===== src/rtl/hazard_detector.sv =====
// hazard_detector
//   Load-use stall and forwarding-select generator for a 5-stage pipeline.
//   A shadow copy of the E/M/W destination info is kept locally so the block
//   only needs the D-stage instruction fields as inputs.
//
// Ports
//   Clk, Rst_n      clock, asynchronous active-low reset
//   ValidD          a real instruction is present in D
//   RsD, RtD        source registers of the D instruction
//   WriteRegD       destination register of the D instruction
//   RegWriteD       D instruction writes WriteRegD
//   MemToRegD       D instruction is a Load
//   UsesRtD         1: reads Rs and Rt; 0: only Rs is a forwarded operand
//   FlushD          kill the D instruction (taken branch)
//   Type            registered forwarding code for the E-stage instruction
//   StallF, StallD  hold PC and IF/ID
//   FlushE          bubble into ID/EX
//   StallCount      saturating count of load-use stall cycles

package hazard_detector_pkg;
    typedef struct packed {
        logic       valid;
        logic [4:0] dst;
        logic       regWrite;
        logic       load;
    } shadowEntry_t;

    localparam shadowEntry_t BUBBLE = '{valid: 1'b0, dst: 5'd0, regWrite: 1'b0, load: 1'b0};
endpackage

// Per-operand forwarding select: compares one source register against the
// E (distance 1) and M (distance 2) shadow entries. Distance 1 wins.
module hazard_fwd_sel
    import hazard_detector_pkg::*;
(
    input  logic [4:0]   srcReg,
    input  shadowEntry_t entE,
    input  shadowEntry_t entM,
    output logic [1:0]   sel,
    output logic         isLoad,
    output logic         hitE
);
    logic hitM;

    // Register 0 is hard-wired and never a producer.
    assign hitE = entE.valid && entE.regWrite && (entE.dst != 5'd0) && (entE.dst == srcReg);
    assign hitM = entM.valid && entM.regWrite && (entM.dst != 5'd0) && (entM.dst == srcReg);

    always_comb begin
        sel    = 2'b00;
        isLoad = 1'b0;
        if (hitE) begin
            sel    = 2'b01;
            isLoad = entE.load;
        end else if (hitM) begin
            sel    = 2'b10;
            isLoad = entM.load;
        end
    end
endmodule

module hazard_detector
    import hazard_detector_pkg::*;
(
    input  logic        Clk,
    input  logic        Rst_n,
    input  logic        ValidD,
    input  logic [4:0]  RsD,
    input  logic [4:0]  RtD,
    input  logic [4:0]  WriteRegD,
    input  logic        RegWriteD,
    input  logic        MemToRegD,
    input  logic        UsesRtD,
    input  logic        FlushD,
    output logic [5:0]  Type,
    output logic        StallF,
    output logic        StallD,
    output logic        FlushE,
    output logic [15:0] StallCount
);
    localparam int NUM_OPS = 2;   // operand 0 = Rs, operand 1 = Rt

    shadowEntry_t shE, shM, shW;

    logic [NUM_OPS-1:0][4:0] srcReg;
    logic [NUM_OPS-1:0][1:0] opSel;
    logic [NUM_OPS-1:0]      opLoad;
    logic [NUM_OPS-1:0]      opHitE;

    logic         stall;
    logic         loadE;
    logic [5:0]   typeNext;
    shadowEntry_t entD;

    assign srcReg[0] = RsD;
    assign srcReg[1] = RtD;

    for (genvar g = 0; g < NUM_OPS; g++) begin : gOp
        hazard_fwd_sel uSel (
            .srcReg (srcReg[g]),
            .entE   (shE),
            .entM   (shM),
            .sel    (opSel[g]),
            .isLoad (opLoad[g]),
            .hitE   (opHitE[g])
        );
    end

    // A load in E cannot forward yet; the consumer waits one cycle. FlushD
    // suppresses the stall because the consumer is being killed anyway.
    // Since a stall always inserts a bubble into E, the same D instruction
    // can never stall twice in a row.
    assign stall = ValidD && !FlushD && shE.valid && shE.load &&
                   (opHitE[0] || (UsesRtD && opHitE[1]));

    assign StallF = stall;
    assign StallD = stall;
    assign FlushE = stall;

    assign loadE = ValidD && !FlushD && !stall;

    always_comb begin
        entD          = BUBBLE;
        entD.valid    = 1'b1;
        entD.dst      = WriteRegD;
        entD.regWrite = RegWriteD;
        entD.load     = MemToRegD;
    end

    always_comb begin
        typeNext = 6'b000000;
        if (loadE) begin
            typeNext[5]   = opLoad[0];
            typeNext[3:2] = opSel[0];
            if (UsesRtD) begin
                typeNext[4]   = opLoad[1];
                typeNext[1:0] = opSel[1];
            end else begin
                typeNext[4]   = 1'b0;
                typeNext[1:0] = 2'b11;
            end
        end
    end

    always_ff @(posedge Clk or negedge Rst_n) begin
        if (!Rst_n) begin
            shE  <= BUBBLE;
            shM  <= BUBBLE;
            shW  <= BUBBLE;
            Type <= 6'b000000;
        end else begin
            shW  <= shM;
            shM  <= shE;
            shE  <= loadE ? entD : BUBBLE;
            Type <= typeNext;
        end
    end

    always_ff @(posedge Clk or negedge Rst_n) begin
        if (!Rst_n) begin
            StallCount <= 16'd0;
        end else if (stall && (StallCount != 16'hFFFF)) begin
            StallCount <= StallCount + 16'd1;
        end
    end
endmodule

===== config.mk =====
export PLATFORM = sky130hd
export DESIGN_NAME = hazard_detector
export DESIGN_NICKNAME = d
export VERILOG_FILES = /design/src/rtl/hazard_detector.sv
export SDC_FILE = /design/constraint.sdc
export NUM_CORES = 1
export LEC_CHECK = 0
export CAP_MARGIN = 10
export CORE_MARGIN = 3
export CORE_UTILIZATION = 35
export DETAILED_ROUTE_END_ITERATION = 10
export PLACE_DENSITY = 0.57
export SLEW_MARGIN = 15
export SYNTH_ARGS = -nofsm -noshare
export SYNTH_HDL_FRONTEND = slang
export SYNTH_HIERARCHICAL = 1
export SYNTH_SLANG_ARGS = --single-unit

===== constraint.sdc =====
create_clock -name Clk -period 2.7 [get_ports Clk]
set_input_delay 0.27 -clock Clk [delete_from_list [all_inputs] [get_ports Clk]]
set_output_delay 0.27 -clock Clk [all_outputs]
set_load 0.005 [all_outputs]

# After elaboration in Yosys (flattened, before gate mapping)
# Cells that the tools add are included.
[totals] ff_bits=38 in_bits=22 output_inout_bits=25
[classes] add_sub_neg=1 eq_ne=5 muxes=12 reduce_logical=20
[ops] op="== test 5 bit" n=4
[ops] op="adder 16 x 1 -> 16 bit (second input constant)" n=1
[ops] op="!= test 16 bit (second input constant)" n=1
[ops] op="logical AND 1 bit" n=15
[ops] op="2-to-1 mux 2 bit" n=5
[ops] op="nonzero test 5 bit" n=2
[ops] op="2-to-1 mux 8 bit" n=1
[ops] op="2-to-1 mux 6 bit" n=1
[ops] op="2-to-1 mux 1 bit" n=5
[ops] op="zero test 1 bit" n=2
[ops] op="logical OR 1 bit" n=1

# Logic depth before layout (Yosys ltp)
# Gate-level depths: netlist of the first run.
[logic_depth] ltp_word=9 depth_mapped=10

# Cells and area by module
# Netlist of the first run, hierarchy kept.
[modules_own_cells] mod="hazard_detector" instances=1 cells_each=117 area_each_um2=1556.5 seq_area_each_um2=950.9
[modules_own_cells] mod="hazard_fwd_sel" instances=2 cells_each=22 area_each_um2=181.4 seq_area_each_um2=0.0

# Worst setup path after synthesis of the first run
# OpenSTA, ideal clock, no wires.
[synth_path] kind="reg2reg" start="reg shE[2] (netlist bit)" end="reg StallCount[1]" setup_ns=0.125 arrival_time_ns=2.048 required_ns=2.575 slack_ns=0.527 path_stages_with_launch=9 n_path_buf=1 period_less_slack_ns=2.173 path_cell_list="dfrtp_1 -> xnor2_1 -> o2111ai_1 -> a211oi_2 -> a21oi_2 -> or2_1 -> buf_6 -> a21oi_2 -> mux2_2"
[synth_between] elab_chain_cells=7 word_cells_on_any_way=10
[synth_rtl] item="start, declared" line_no="83" text="shadowEntry_t shE, shM, shW;"
[synth_rtl] item="start signal, assigned" line_no="154" text="shE <= loadE ? entD : BUBBLE;"
[synth_rtl] item="nonzero test 5 bit" line_no="46" text="assign hitE = entE.valid && entE.regWrite && (entE.dst != 5'd0) && (entE.dst == srcReg);"
[synth_rtl] item="logical AND 1 bit" line_no="46"
[synth_rtl] item="logical AND 1 bit *" line_no="46"
[synth_rtl] item="net opHitE[1]" line_no="88" text="logic [NUM_OPS-1:0] opHitE;"
[synth_rtl] item="logical AND 1 bit *" line_no="114" text="(opHitE[0] || (UsesRtD && opHitE[1]));"
[synth_rtl] item="logical OR 1 bit *" line_no="114"
[synth_rtl] item="logical AND 1 bit *" line_no="113" text="assign stall = ValidD && !FlushD && shE.valid && shE.load &&"
[synth_rtl] item="logical AND 1 bit *" line_no="162" text="end else if (stall && (StallCount != 16'hFFFF)) begin"
[synth_rtl] item="end signal, assigned" line_no="163" text="StallCount <= StallCount + 16'd1;"
[synth_rtl] item="end, declared" line_no="79" text="output logic [15:0] StallCount"
# The timed path passes the listed nets; every way through them passes the cells marked *.
# A chain may end at the register's enable or synchronous reset.

# Worst setup path in the final report of the first run
[layout_path] start="reg shE[3] (netlist bit)" end="out StallF"
[layout_between] elab_chain_cells=6 word_cells_on_any_way=9
[layout_rtl] item="nonzero test 5 bit" line_no="46"
[layout_rtl] item="logical AND 1 bit" line_no="46"
[layout_rtl] item="logical AND 1 bit *" line_no="46"
[layout_rtl] item="net opHitE[1]" line_no="88"
[layout_rtl] item="logical AND 1 bit *" line_no="114"
[layout_rtl] item="logical OR 1 bit *" line_no="114"
[layout_rtl] item="logical AND 1 bit *" line_no="113"
[layout_rtl] item="end, declared" line_no="76" text="output logic StallF,"
# Marked as above.

==> results.ini, run 1 <==
[run_status]
status=complete, no violations

[power_and_ir_drop]
leakage_nw=1.17
clockPowerShare_pct=41.0
swShare_pct=22.4
p_sw_w=0.000261
p_int_w=0.000906
seqPwrFrac_pct=50.7
vdd_ir_drop_max_v=0.000243
pwr-share-comb_pct=8.3
p_per_area_mw_per_mm2=444

[finish]
fillers=484
syn2layout_area_growth_pct=37.0
final_cells=290
diodes=0
fin_util_pct=50.5
drive_gt1_share_pct=18.2
finalNetCount=242

[sta]
setup_violations=0
post-route-min-period_ps=2590
report.final.slew_viol_count=0
relSlewSlack_pct=43.8
worst_slew_pin_slew_ps=844
fmax_mhz=385
finClkSkew_ps=4.77
setup_tns_ps=0
hold_viol_final=0
fin_crit_sh_pct=96.1

[synth]
yosysUniqueCellTypes=41
synthFlopType=dfrtp_1
synth_edf_count=0
ys_warn_count=6
synth_top_family_by_area=simple AND/OR/NAND/NOR gates
ys_seq_area_share_pct=49.5
synthXorXnorAreaFrac_pct=11.9
synthesis.area_mm2=0.00192
async_flop_share_pct=100
synthCells=161
synthAdderAreaFrac_pct=0.652
yosys.area_share.simple_pct=20.6
synth_seq_cells=38
synth_compound_area_share_pct=11.0
syn_avg_cell_area_um2=11.9
synthMuxAreaShare_pct=2.35
syn_nets=184

[clock_tree]
cts_root_buf=clkbuf_8
cts_max_level=2
cts_tree=yes
cts_sinks=38
cts_buffers=5
clk_pin_slew_ps=80
cts_buffer_depth=2
clk_latency_ps=290

[die]
fp.dieH_um=80.1
design.core.area_mm2=0.00520
die_w_um=80.1
rows=26
dieArea_mm2=0.00641
io_pins=47
floorplan.initialDensity_pct=36.9

[placement]
io_buffers=46
place.gp.congestion=0.832
hpwl_um=3170
placed_cells=278

[detailed_routing]
vias=1433
dr.pass1.iters=5
wirelength_um=4270
ant_nets=0
vias_per_cell=4.94
drc_errors=0
routedWlPerCell_um=14.7
drtIter0Drc=64

[setup_path]
crit_path_start_kind=register
worst_ep_arrival_time_ps=2320
crit_type=register to output port
crit_path_max_fanout=6
end_kind=output port
cp_data_required_time_ps=2430

[global_routing]
grt_max_degree=39
grt_pass1_vias=1372
grt_usage_pct=14.4
grt.overflow.total=0
grt_pass1_wl_um=7110
antenna_found_initial=0

[hold_path]
holdCritPathClass=input pin to asynchronous set/reset pin

[flow_run]
max_cap_viol_count=0

[kinds of logic (layout without fill, tap and decap cells)]
logic type	Yosys count	in the layout
AOI/OAI and AO/OA	25	25
xor gates and xnor gates	26	26
adders and majority gates	1	1
buffers and inverters	13	72
DFF	38	38
muxes	4	4
and+or+nand+nor	54	54
[final cells by class]
| class | count | area [um^2] | share of cell area [%] |
|---|---|---|---|
| sequential | 38 | 956 | 36.3 |
| multi-input combinational | 110 | 898 | 34.2 |
| timing repair buffer | 57 | 551 | 20.9 |
| tap | 70 | 87.6 | 3.33 |
| clock buffer | 5 | 68.8 | 2.62 |
| clock inverter | 3 | 40.0 | 1.52 |
| inverter | 7 | 28.8 | 1.09 |
[synthesized netlist by cell type, types with 3 or more instances]
cell / number / area share [%]
a21oi_1: 5 / 1.3
and2_1: 10 / 3.3
and3_1: 6 / 2.0
buf_4: 5 / 2.0
dfrtp_1: 38 / 50
inv_1: 6 / 1.2
mux2_1: 3 / 1.8
nand2_1: 6 / 1.2
nand3_1: 8 / 2.1
nand4_1: 4 / 1.3
nor4_1: 4 / 1.3
o2111ai_1: 4 / 1.8
xnor2_1: 22 / 10
xor2_1: 4 / 1.8
[power groups by stage]
stage | Clock [W] | Combinational, W | Sequential [W]
2_1_floorplan | 0 | 0.0000369 | 0.000600
3_3_place_gp | 0 | 0.0000924 | 0.000602
3_5_place_dp | 0 | 0.0000941 | 0.000603
4_1_cts | 0.000487 | 0.0000948 | 0.000591
5_1_grt | 0.000515 | 0.000106 | 0.000593
6_report | 0.000479 | 0.0000963 | 0.000592
[worst paths after layout]
| path | cells past startpoint | end | slack, ps | from |
|---|---|---|---|---|
| worst max-delay path | 7 | StallF | 110 | shE[3] |
| worst min-delay path | 1 | StallCount[5] | 90 | Rst_n |
| worst max register to register | 9 | Type[0] | 240 | shE[4] |
| worst min register to register | 0 | shM[6] | 410 | shE[6] |
| max in group asynchronous | 1 | shE[2] | 2020 | Rst_n |
| min in group Clk | 0 | shM[6] | 410 | shE[6] |
[state kept, by name, indices dropped and copies added, names as in the netlist]
register    cells
shM             8
StallCount     16
shE             8
Type            6
[what timing repair did]
| action | 4_1_cts | 5_1_grt |
|---|---|---|
| buffers inserted | 0 | 4 |
| hold endpoints to repair | 0 | 0 |
| gates resized for setup | 0 | 10 |
| hold buffers | 0 | 0 |
| endpoints found under the setup margin | 0 | 3 |
[metal layers]
metal	GRT usage [%]	up-vias	part of all wire (%)
met5	0	-	0
met1	21.0	689	49
met4	4.05	0	1.1
met2	21.1	37	45
met3	3.36	5	4.6
li1	-	702	-
[critical path, cell delays in order (launching register included)]
cell,delay (ps)
dfrtp_2,450
xnor2_1,190
nand3_1,130
a211oi_2,280
a21oi_2,120
or2_1,270
inv_4,100
clkdlybuf4s50_1,500
[placed cells by master, fill, tap and decap left out, types with 3 or more instances in the layout]
cell	count
dfrtp_1	34
nand4_1	4
xor2_1	4
and3_1	6
clkbuf_8	5
clkdlybuf4s50_1	40
mux2_1	3
nand2_1	6
nand3_1	8
a21oi_1	5
dfrtp_2	4
buf_4	11
nor4_1	4
and2_1	10
o2111ai_1	4
inv_1	6
dlymetal6s2s_1	5
xnor2_1	21
[metrics by stage]
step / worst slack (ps) / hold WS (ps) / total power [W] / instance area, um^2
after floorplan: 527 / -25.6 / 0.000637 / 1920
after global placement: 118 / 395 / 0.000695 / 2470
after detailed placement: 58.0 / 400 / 0.000697 / 2470
after CTS: 9.83 / 109 / 0.00117 / 2570
after global routing: -50.4 / 142 / 0.00121 / 2630
final: 106 / 85.3 / 0.00117 / 2630
Power figures use the tool's default switching activity.
==> inputs of run 2 (changes only) <==
--- a/config.mk
+++ b/config.mk
@@ -6,10 +6,12 @@
 export NUM_CORES = 1
 export LEC_CHECK = 0
 export CAP_MARGIN = 10
+export CORE_ASPECT_RATIO = 0.75
 export CORE_MARGIN = 3
-export CORE_UTILIZATION = 35
+export CORE_UTILIZATION = 43
 export DETAILED_ROUTE_END_ITERATION = 10
-export PLACE_DENSITY = 0.57
+export PLACE_DENSITY = 0.68
+export SKIP_CTS_REPAIR_TIMING = 1
 export SLEW_MARGIN = 15
 export SYNTH_ARGS = -nofsm -noshare
 export SYNTH_HDL_FRONTEND = slang
==> run 2 against run 1 <==
Fmax up 0.14%. Largest cell class unchanged. Clock skew is 5.4 ps higher. Cell count is 5.2% lower. First-iteration DRC count increased by 27%. Sequential power about the same. Die area down 17%. Global-route usage grew 3.5 points. Sequential share of layout area fell by 0.21 points. Power fell by 7.2%. Highest routed layer unchanged. Utilization is 13 points higher. Clock-buffer cell count grew 1.
==> results.ini, run 2 (synthesis gave the netlist of run 1 again) <==
[setup_path]
ff2ff_path_depth=9  ; unchanged
crit_path_max_fanout=7  ; was 6
crit_type=register to output port  ; unchanged
end_kind=output port  ; unchanged
cp_data_required_time_ps=2430  ; about the same
cpLargestDelayFamily=compound AO/OA/AOI/OAI gates  ; was buffers and inverters
worst_ep_arrival_time_ps=2320  ; about the same
crit_buf_inv=3  ; was 2
crit_slowest_cell=dfrtp_2  ; was clkdlybuf4s50_1
rr_startpoint=shE[4]  ; unchanged
crit_path_start_kind=register  ; unchanged
slowest_delay_ps=460  ; was 500 ps
r2r-end=Type[1]  ; was Type[0]
crit_chain=buf_4, o41ai_4, a211oi_4, a21oi_2, or2_1, inv_4, clkdlybuf4s50_1  ; was xnor2_1, nand3_1, a211oi_2, a21oi_2, or2_1, inv_4, clkdlybuf4s50_1
reg2reg_slack_ps=200  ; was 240 ps

[sta]
report.final.slew_viol_count=0  ; unchanged
post-route-min-period_ps=2590  ; about the same
finClkSkew_ps=10.2  ; was 4.77 ps
fin_crit_sh_pct=95.9  ; was 96.1%
hold_viol_final=0  ; unchanged
setup_violations=0  ; unchanged
fmax_mhz=386  ; was 385 MHz
relSlewSlack_pct=38.6  ; was 43.8%
worst_slew_pin_slew_ps=921  ; was 844 ps

[finish]
mostFrequentLayoutCell=clkdlybuf4s50_1  ; unchanged
finalNetCount=244  ; was 242
fin_util_pct=63.3  ; was 50.5%
syn2layout_area_growth_pct=37.8  ; was 37.0%
largest_reg_flops=16  ; unchanged
diodes=0  ; unchanged
top_register=StallCount  ; unchanged
reg_top3=StallCount x16, shE x8, shM x8  ; unchanged
final_cell_mix=clkdlybuf4s50_1 (40), dfrtp_1 (34), xnor2_1 (19), buf_4 (13), and2_1 (10)  ; was clkdlybuf4s50_1 (40), dfrtp_1 (34), xnor2_1 (21), buf_4 (11), and2_1 (10)
final_cells=275  ; was 290
drive_gt1_share_pct=20.0  ; was 18.2%
design_area_mm2=0.00265  ; was 0.00263 mm^2

[placement]
place.gp.congestion=0.861  ; was 0.832
io_buffers=46  ; unchanged
place_area_mm2=0.00244  ; was 0.00247 mm^2
hpwl_um=3260  ; was 3170 um
placed_cells=262  ; was 278

[detailed_routing]
dr.pass1.iters=4  ; was 5
vias=1466  ; was 1433
wirelength_um=4400  ; was 4270 um
drtIter0Drc=81  ; was 64
vias_per_cell=5.33  ; was 4.94
ant_nets=0  ; unchanged
routedWlPerCell_um=16.0  ; was 14.7 um
drc_errors=0  ; unchanged

[clock_tree]
cts_buffers=5  ; unchanged
cts_tree=yes  ; unchanged
cts_root_buf=clkbuf_8  ; unchanged
cts_buffer_depth=2  ; unchanged
cts_max_level=2  ; unchanged
cts_sinks=38  ; unchanged
clk_latency_ps=290  ; about the same
clk_pin_slew_ps=80  ; about the same

[global_routing]
grt_use_met1_pct=25.5  ; was 21.0%
top_usage_layer=met1  ; was met2
grt.overflow.total=0  ; unchanged
antenna_found_initial=0  ; unchanged
grt_usage_pct=17.9  ; was 14.4%
grt_max_degree=39  ; unchanged
grt_pass1_vias=1436  ; was 1372
grt_pass1_wl_um=7330  ; was 7110 um
met3_usage_pct=6.83  ; was 3.36%
gr-usage-met2_pct=24.9  ; was 21.1%

[power_and_ir_drop]
totalPowerFinal_w=0.00108  ; was 0.00117 W
p_per_area_mw_per_mm2=410  ; was 444 mW/mm^2
leakage_nw=1.19  ; was 1.17 nW
vdd_ir_drop_max_v=0.000242  ; was 0.000243 V

[die]
dieArea_mm2=0.00531  ; was 0.00641 mm^2
rows=20  ; was 26
io_pins=47  ; unchanged
floorplan.initialDensity_pct=45.9  ; was 36.9%
design.core.area_mm2=0.00418  ; was 0.00520 mm^2
fp.dieH_um=63.9  ; was 80.1 um
die_w_um=83.1  ; was 80.1 um

[hold_path]
holdCritPathClass=input pin to asynchronous set/reset pin  ; unchanged

[flow_run]
max_cap_viol_count=0  ; unchanged

[run_status]
status=complete, no violations  ; unchanged

run 2: cell types whose count changed in the layout (fill, tap and decap cells not counted), moves of 2 or more:
cell | before | now
buf_4 | 11 | 13
clkinv_2 | 2 | 0
xnor2_1 | 21 | 19
xnor2_2 | 1 | 3
run 2: worst max path at each step:
stage / cells after the start / end / from
floorplan: 8 / StallCount[1] / shE[2]
global placement: 8 / StallD / RsD[0]
detailed placement: 8 / StallD / RsD[0]
CTS: 7 / StallD / shE[2]
global route: 7 / StallF / shE[3]
finish: 7 / StallF / shE[4]
run 2: cell type report:
type	count	area [um^2]
tap	55	68.8
multi-input combinational	110	943
timing repair buffer	59	566
inverter	7	28.8
fill	313	1530
sequential	38	956
clock buffer	6	82.6
run 2: stage by stage:
step           setup WS [ps]  TNS (ps)  hold WS, ps
6_report                 110         0          110
3_3_place_gp             134         0          402
3_5_place_dp            71.5         0          403
5_1_grt                -6.99     -14.0          190
2_1_floorplan            527         0        -25.6
4_1_cts                 42.9         0          143
run 2: routing by layer:
layer  part of all wire, %  vias to the layer above  wire length [um]
li1                      -                      700                 -
met1                    48                      713              2110
met2                    44                       47              1950
met3                   6.7                        6               297
met4                   1.1                        0                48
met5                     0                        -                 0
run 2: power breakdown:
group | leakage (nW) | switching [W] | total, W | internal (W)
clock network | 0.0431 | 0.000185 | 0.000382 | 0.000197
logic | 0.635 | 0.0000477 | 0.000108 | 0.0000601
registers | 0.515 | 0.0000130 | 0.000593 | 0.000580
total | 1.19 | 0.000246 | 0.00108 | 0.000837
